===== src/rtl/proc_pkg.sv =====
// proc_pkg: instruction field positions, PC step and the fetch entry type
// shared by the fetch stage and its skid buffer.
package proc_pkg;
    localparam int ENTRY_PC_W   = 32;
    localparam int ENTRY_WORD_W = 32;
    localparam int TIPO_MSB     = 31;
    localparam int OP_MSB       = 29;
    localparam int INM_BIT      = 27;
    localparam int PC_STEP      = 4;
    typedef struct packed {
        logic [ENTRY_WORD_W-1:0] word;
        logic [ENTRY_PC_W-1:0]   pc;
    } fetch_entry_t;
endpackage


===== src/rtl/fetch_skid.sv =====
// fetch_skid: one-entry buffer holding a returned instruction word while the
// IF/ID stage is stalled; flush beats capture, capture beats drain.
module fetch_skid
    import proc_pkg::*;
(
    input  logic         clk,
    input  logic         rst,
    input  logic         i_flush,
    input  logic         i_capture,
    input  logic         i_drain,
    input  fetch_entry_t i_entry,
    output logic         o_valid,
    output fetch_entry_t o_entry
);
    logic         r_valid;
    fetch_entry_t r_entry;

    always_ff @(posedge clk or posedge rst) begin
        if (rst) begin
            r_valid <= 1'b0;
            r_entry <= '0;
        end else if (i_flush) begin
            r_valid <= 1'b0;
        end else if (i_capture) begin
            r_valid <= 1'b1;
            r_entry <= i_entry;
        end else if (i_drain) begin
            r_valid <= 1'b0;
        end
    end

    assign o_valid = r_valid;
    assign o_entry = r_entry;
endmodule


===== src/rtl/instr_fetch.sv =====
// instr_fetch: PC generation, synchronous instruction-memory requests and the
// registered IF/ID stage with stall skid buffer and PCsrc redirect.
module instr_fetch
    import proc_pkg::*;
#(
    parameter int              PC_W     = ENTRY_PC_W,
    parameter int              INSTR_W  = ENTRY_WORD_W,
    parameter logic [PC_W-1:0] RESET_PC = '0
) (
    input  logic               clk,
    input  logic               rst,
    output logic [PC_W-1:0]    imem_addr,
    input  logic [INSTR_W-1:0] imem_rdata,
    input  logic               stall,
    input  logic               PCsrc,
    input  logic [PC_W-1:0]    pc_target,
    output logic               instr_valid,
    output logic [INSTR_W-1:0] instr,
    output logic [1:0]         tipo,
    output logic [1:0]         op,
    output logic               Inm,
    output logic [PC_W-1:0]    pc_out,
    output logic [PC_W-1:0]    pc_plus4
);
    logic [PC_W-1:0] r_fetch_pc;
    logic [PC_W-1:0] r_req_pc;
    logic            r_req_v;
    logic            r_ifid_v;
    fetch_entry_t    r_ifid;
    fetch_entry_t    w_mem_entry;
    fetch_entry_t    w_skid_entry;
    logic            w_skid_v;
    logic            w_skid_capture;
    logic            w_skid_drain;
    logic            w_load;

    assign w_mem_entry = {imem_rdata, r_req_pc};
    // Stalled: park the arriving word in an empty skid. Running: refill the
    // skid with the arriving word while the old skid entry moves into IF/ID.
    assign w_skid_capture = !PCsrc && r_req_v && (stall ? !w_skid_v : w_skid_v);
    assign w_skid_drain   = !PCsrc && !stall && w_skid_v;
    assign w_load         = w_skid_v || r_req_v;

    fetch_skid u_skid (
        .clk       (clk),
        .rst       (rst),
        .i_flush   (PCsrc),
        .i_capture (w_skid_capture),
        .i_drain   (w_skid_drain),
        .i_entry   (w_mem_entry),
        .o_valid   (w_skid_v),
        .o_entry   (w_skid_entry)
    );

    always_ff @(posedge clk or posedge rst) begin
        if (rst) begin
            r_fetch_pc <= RESET_PC;
            r_req_v    <= 1'b0;
            r_req_pc   <= '0;
            r_ifid_v   <= 1'b0;
            r_ifid     <= '0;
        end else if (PCsrc) begin
            r_fetch_pc <= pc_target;
            r_req_v    <= 1'b0;
            r_ifid_v   <= 1'b0;
        end else if (stall) begin
            r_req_v    <= 1'b0;
        end else begin
            r_fetch_pc <= r_fetch_pc + PC_W'(PC_STEP);
            r_req_v    <= 1'b1;
            r_req_pc   <= r_fetch_pc;
            r_ifid_v   <= w_load;
            if (w_load)
                r_ifid <= w_skid_v ? w_skid_entry : w_mem_entry;
        end
    end

    assign imem_addr   = r_fetch_pc;
    assign instr_valid = r_ifid_v;
    assign instr       = r_ifid.word;
    assign tipo        = r_ifid.word[TIPO_MSB -: 2];
    assign op          = r_ifid.word[OP_MSB -: 2];
    assign Inm         = r_ifid.word[INM_BIT];
    assign pc_out      = r_ifid.pc;
    assign pc_plus4    = r_ifid.pc + PC_W'(PC_STEP);
endmodule


===== config.mk =====
export PLATFORM = sky130hd
export DESIGN_NAME = instr_fetch
export DESIGN_NICKNAME = d
export VERILOG_FILES = /design/src/rtl/proc_pkg.sv /design/src/rtl/fetch_skid.sv /design/src/rtl/instr_fetch.sv
export SDC_FILE = /design/constraint.sdc
export NUM_CORES = 1
export LEC_CHECK = 0
export BUFFER_PORTS_ARGS = -buffer_cell sky130_fd_sc_hd__buf_4
export CORE_MARGIN = 2
export CORE_UTILIZATION = 49
export DETAILED_ROUTE_END_ITERATION = 8
export HOLD_SLACK_MARGIN = 0.12
export PLACE_DENSITY = 0.82
export SLEW_MARGIN = 15
export SYNTH_ARGS = -nofsm -noshare
export SYNTH_HDL_FRONTEND = slang
export SYNTH_SLANG_ARGS = --single-unit

===== constraint.sdc =====
create_clock -name clk -period 5.8 [get_ports clk]
set_input_delay 0.58 -clock clk [delete_from_list [all_inputs] [get_ports clk]]
set_output_delay 0.58 -clock clk [all_outputs]
set_load 0.05 [all_outputs]

## After elaboration in Yosys (flattened, before gate mapping)

Index checks and enable logic that the tools add are counted.

- Register bits after elaboration: 195

- Add/sub/neg operators: 2
- Equal/unequal tests: 1
- Multiplexer cells: 11
- Bitwise gates (word level): 2
- Reduce and logical (&&, ||, !) cells: 12

Operator list:

| cell | number |
|---|---|
| $add 32x3->32 const B | 2 |
| $mux 32 | 2 |
| $mux 64 | 1 |
| $mux 1 | 8 |
| $logic_and 1x1->1 | 4 |
| $reduce_and 2->1 | 2 |
| $logic_not 1->1 | 3 |
| $reduce_and 3->1 | 1 |
| $reduce_bool 3->1 | 1 |
| $ne 2x1->1 const B | 1 |
| $not 1->1 | 2 |
| $logic_or 1x1->1 | 1 |

## Depth between registers and ports, before layout

- Depth after elaboration: 6
- Gate-level depth with buffers: 8
- Mapped depth without buffers: 6

## By module

Synthesis repeated with hierarchy kept, for this count alone.

- Cell total of the unflattened synthesis: 766
- Area, all modules: 9255.1 µm²

Modules (own cells, without submodules):

| module | times used | cells each | area an instance (µm²) | sequential area each (µm²) |
|---|---|---|---|---|
| instr_fetch | 1 | 625 | 6510.0 | 3253.1 |
| fetch_skid | 1 | 141 | 2745.1 | 1626.6 |

## Worst setup path before layout

Ideal clock, no wire load.

- Kind: flip-flop to output port
- From: reg r_ifid, in the netlist pc_out[10]
- To: out pc_plus4[26]
- Arrival: 2563 ps
- Required time: 5220 ps
- Path slack: 2657 ps
- Cell stages (with the launch flop): 6
- Path buffers: 0
- Path through: dfrtp_1 -> and4_1 -> nand3_2 -> nor4_1 -> nand2_1 -> xnor2_1

- Cells in the longest elaborated chain, start to end: 1

Ends and longest elaborated chain:

| element | line | text |
|---|---|---|
| start, declared | instr_fetch.sv:29 | `fetch_entry_t r_ifid;` |
| start signal, assigned | instr_fetch.sv:74 | `r_ifid <= w_skid_v ? w_skid_entry : w_mem_entry;` |
| $add 32x3->32 | instr_fetch.sv:85 | `assign pc_plus4 = r_ifid.pc + PC_W'(PC_STEP);` |
| end, declared | instr_fetch.sv:23 | `output logic [PC_W-1:0] pc_plus4` |

No other way between the ends.

## Final worst setup path

- From: reg r_ifid, in the netlist pc_out[4]
- To: out pc_plus4[21]

Same word-level chain as after synthesis.

==> impl_summary.md <==
Pwr
The peak supply drop is 255 µV. Dividing total power by cell area gives a power density of between 400 and 500 nW/µm². The analysis attributes to cell leakage a power of slightly below 0.005 µW.

Critical path
The maximum fanout count along the critical path is 6. STA puts the critical path data required time at approximately 5.2 ns. The setup check on the worst reg-to-reg path leaves a slack of around 3.1 ns. The critical path startpoint category is a flip-flop.

The endpoint identified for the worst register-to-register timing path is u_skid.o_entry[25]. Counting cells, the worst reg-to-reg path comes to 4. The critical path class is reg -> out. The endpoint class of the critical path is a primary output. The startpoint identified for the worst register-to-register timing path is u_skid.o_valid.

Data arrives at the worst endpoint at approximately 2.6 ns.

CTS
The number of buffers inserted for hold repair after clock tree synthesis is 0. CTS built an H-tree with a depth of 4. The number of gates given a new drive strength after cts is 0. The clock tree from TritonCTS is yes. Post-CTS timing repair inserted 0 buffers for setup. Clock tree synthesis inserted a total of 17 buffers. After clock tree synthesis, the clock-pin slew on the worst setup and hold paths is 0.07 ns. Clock tree synthesis found a total of 195 sinks. The clock root buffer master is sky130_fd_sc_hd__clkbuf_16.

The largest buffer count on any clock path is 2. Clock latency on the worst-skew pair, taken at its later pin, is around 0.44 ns.

Run status
The run finished with clean final reports.

GRT
The first-pass GRT wire length is about 33000 µm. In the global route stage, overall resource usage came out at 0.215. Entering global routing, the biggest net connects a little under 200 pins. The initial antenna violation count is 0. The total congestion overflow is 0. The number of global-route vias before repair came to slightly above 6000.

STA
The transition at the pin with the smallest max-transition slack is around 1.1 ns. In the finished design, the share of the clock period the worst path needs comes to 0.551. The final number of max-transition violations is 0. The time the worst path needs with I/O delays and setup is ~3.2 ns. The final setup violation count is 0. Between clock sinks in the finished design, the worst skew comes to 0.0116 ns.

In this run the tightest slew margin relative to its limit is 0.253. Setup repair after global routing left no endpoint under its margin. The number of hold violations in the final report is 0. Summed over all failing endpoints, the final setup total negative slack is 0 ns. The fmax is between 300 and 400 MHz.

Route
In this run the remaining antenna-violating nets after routing total 0. The sum of routed wire length over all layers is just over 20000 µm. The via density per instance is between 5 and 6.

The count of vias placed by the detailed router is 6199. The DRC violation count after routing is 0. The final routed wire length divided by cell count is 17.2 µm. The number of optimization iterations in the first detailed-route pass is 4. The initial DRC count is 360.

Layout
The share of layout cells above drive strength 1 is 0.367. The area growth from synthesis to final layout is 25.2%. The leading cell type in the layout, fill and taps excluded is sky130_fd_sc_hd__buf_4. In the layout the commonest cells are 204 x sky130_fd_sc_hd__buf_4, 194 x sky130_fd_sc_hd__dfrtp_1, 106 x sky130_fd_sc_hd__nand2_1. The number of filler cells placed in the layout is approximately 1500. The number of nets in the layout is between 1000 and 1500. The post-layout utilization of the core is 0.621.

0 antenna diodes ended up in the layout.

Yosys
In this run, synthesis produced a sequential element count of between 150 and 200. The synthesized cell area is between 8000 and 9000 µm². The yosys synthesis warning count is 0.

The sequential element share of the synthesized area is 0.554. The netlist uses 33 different library cells. The synthesized area divided by synthesized cell count is ~12 µm². Counting every net in the synthesized netlist gives around 830. The synthesized instance count is ~760.

Worst hold path
The path class of the tightest hold or removal check is in -> reg. The beginning of the worst hold path is pc_target[3]. The number of cells traversed by the worst hold path is 3. The end of the worst hold path is imem_addr[3].

Placement
The count of buffers inserted at the top-level ports is 201. The total half-perimeter wirelength after legalization and detailed placement is approximately 14000 µm. The final RePlAce weighted congestion is 0.804.

Die
The die area is 19100 µm². The standard cell core area is around 18000 µm². The number of primary I/O pins is approximately 200. From bottom edge to top edge, the die measures ~140 µm.

The floorplan step set the die width to about 140 µm. The floorplan has 49 rows. The initial utilization of the core area, before any placement, comes to 0.496.

Job
Max-cap violations in this run came to 0.
-- critical path, cell delays in order, from the launching register on --
cell	delay, ns
sky130_fd_sc_hd__dfrtp_1	0.47
sky130_fd_sc_hd__and3_1	0.24
sky130_fd_sc_hd__nand4_1	0.42
sky130_fd_sc_hd__nor3_1	0.51
sky130_fd_sc_hd__nand3_1	0.14
sky130_fd_sc_hd__xnor2_1	0.17
sky130_fd_sc_hd__buf_4	0.22
-- report_power, final --
part | internal, µW | switching [µW] | total [µW]
clock network | 641 | 506 | 1150
logic | 551 | 1040 | 1590
registers | 1670 | 266 | 1940
total | 2860 | 1810 | 4670
-- cell type report --
cell class / count / area (µm²) / share of cell area
clock buffers: 22 / 484 / 0.0439
clock inverters: 10 / 98.8 / 0.00895
inverters: 6 / 26.3 / 0.00238
multi-input cells: 507 / 3680 / 0.334
flip-flops and latches: 195 / 4880 / 0.442
well taps: 229 / 287 / 0.0260
repair buffers: 206 / 1580 / 0.143
-- layer usage --
metal  track usage  up-vias  routed length, µm
li1              -     2974                  -
met1         0.276     3018               8460
met2         0.356      170              10000
met3        0.0475       37               1080
met4        0.0897        0                648
met5             0        -                  0
-- Yosys cell counts, drive strengths merged --
cell type,count,share of area
dfrtp,195,0.55
nand3,28,0.016
xor2,25,0.025
o21ai,95,0.054
or3,1,0.00071
buf,32,0.021
or2,1,0.00071
a21oi,1,0.00057
xnor2,32,0.032
clkbuf,18,0.0077
nor4,3,0.0038
nor2,10,0.0045
and4,5,0.0050
nand3b,1,0.00085
and3,9,0.0064
mux2,100,0.13
inv,6,0.0026
nand2,107,0.046
nand4,13,0.0092
and2,2,0.0014
mux2i,65,0.074
nand4b,1,0.00099
ha,2,0.0028
a31oi,1,0.00071
nor2b,1,0.00071
nor3,4,0.0028
-- worst max path at each step --
stage               cells past startpoint            to  slack, ns       start
floorplan                               5  pc_plus4[26]       2.66  pc_out[10]
global placement                        6     instr[25]       2.95       PCsrc
detailed placement                      6     instr[12]       2.88       PCsrc
CTS                                     6  pc_plus4[26]       2.59  pc_out[10]
global route                            6  pc_plus4[21]       2.39   pc_out[4]
finish                                  6  pc_plus4[21]       2.60   pc_out[4]
-- per-stage QoR --
step / instance area, µm² / total power [µW] / hold WS, ns / worst slack (ns) / cells
3_5_place_dp: 10400 / 3560 / 0.471 / 2.88 / 1142
4_1_cts: 11000 / 4710 / 0.332 / 2.59 / 1174
3_3_place_gp: 10400 / 3510 / 0.463 / 2.95 / 1142
5_1_grt: 11000 / 4890 / 0.344 / 2.39 / 1175
6_report: 11000 / 4670 / 0.346 / 2.60 / 1175
2_1_floorplan: 8820 / 3040 / 0.480 / 2.66 / 758
-- flip-flops by register name, indices dropped and copies added, names as in the netlist --
name            flops
instr_valid         1
r_req_v             1
instr              32
u_skid.o_valid      1
u_skid.o_entry     64
imem_addr          32
r_req_pc           32
pc_out             32
-- kinds of logic after synthesis --
family	Yosys count	share of synthesized area
xor gates and xnor gates	57	0.0566
AOI/OAI and AO/OA	97	0.0552
buffers and inverters	56	0.0308
and+or+nand+nor	186	0.0995
muxes	165	0.202
DFF	195	0.554
adders and majority gates	2	0.00284
Power figures use the tool's default switching activity.
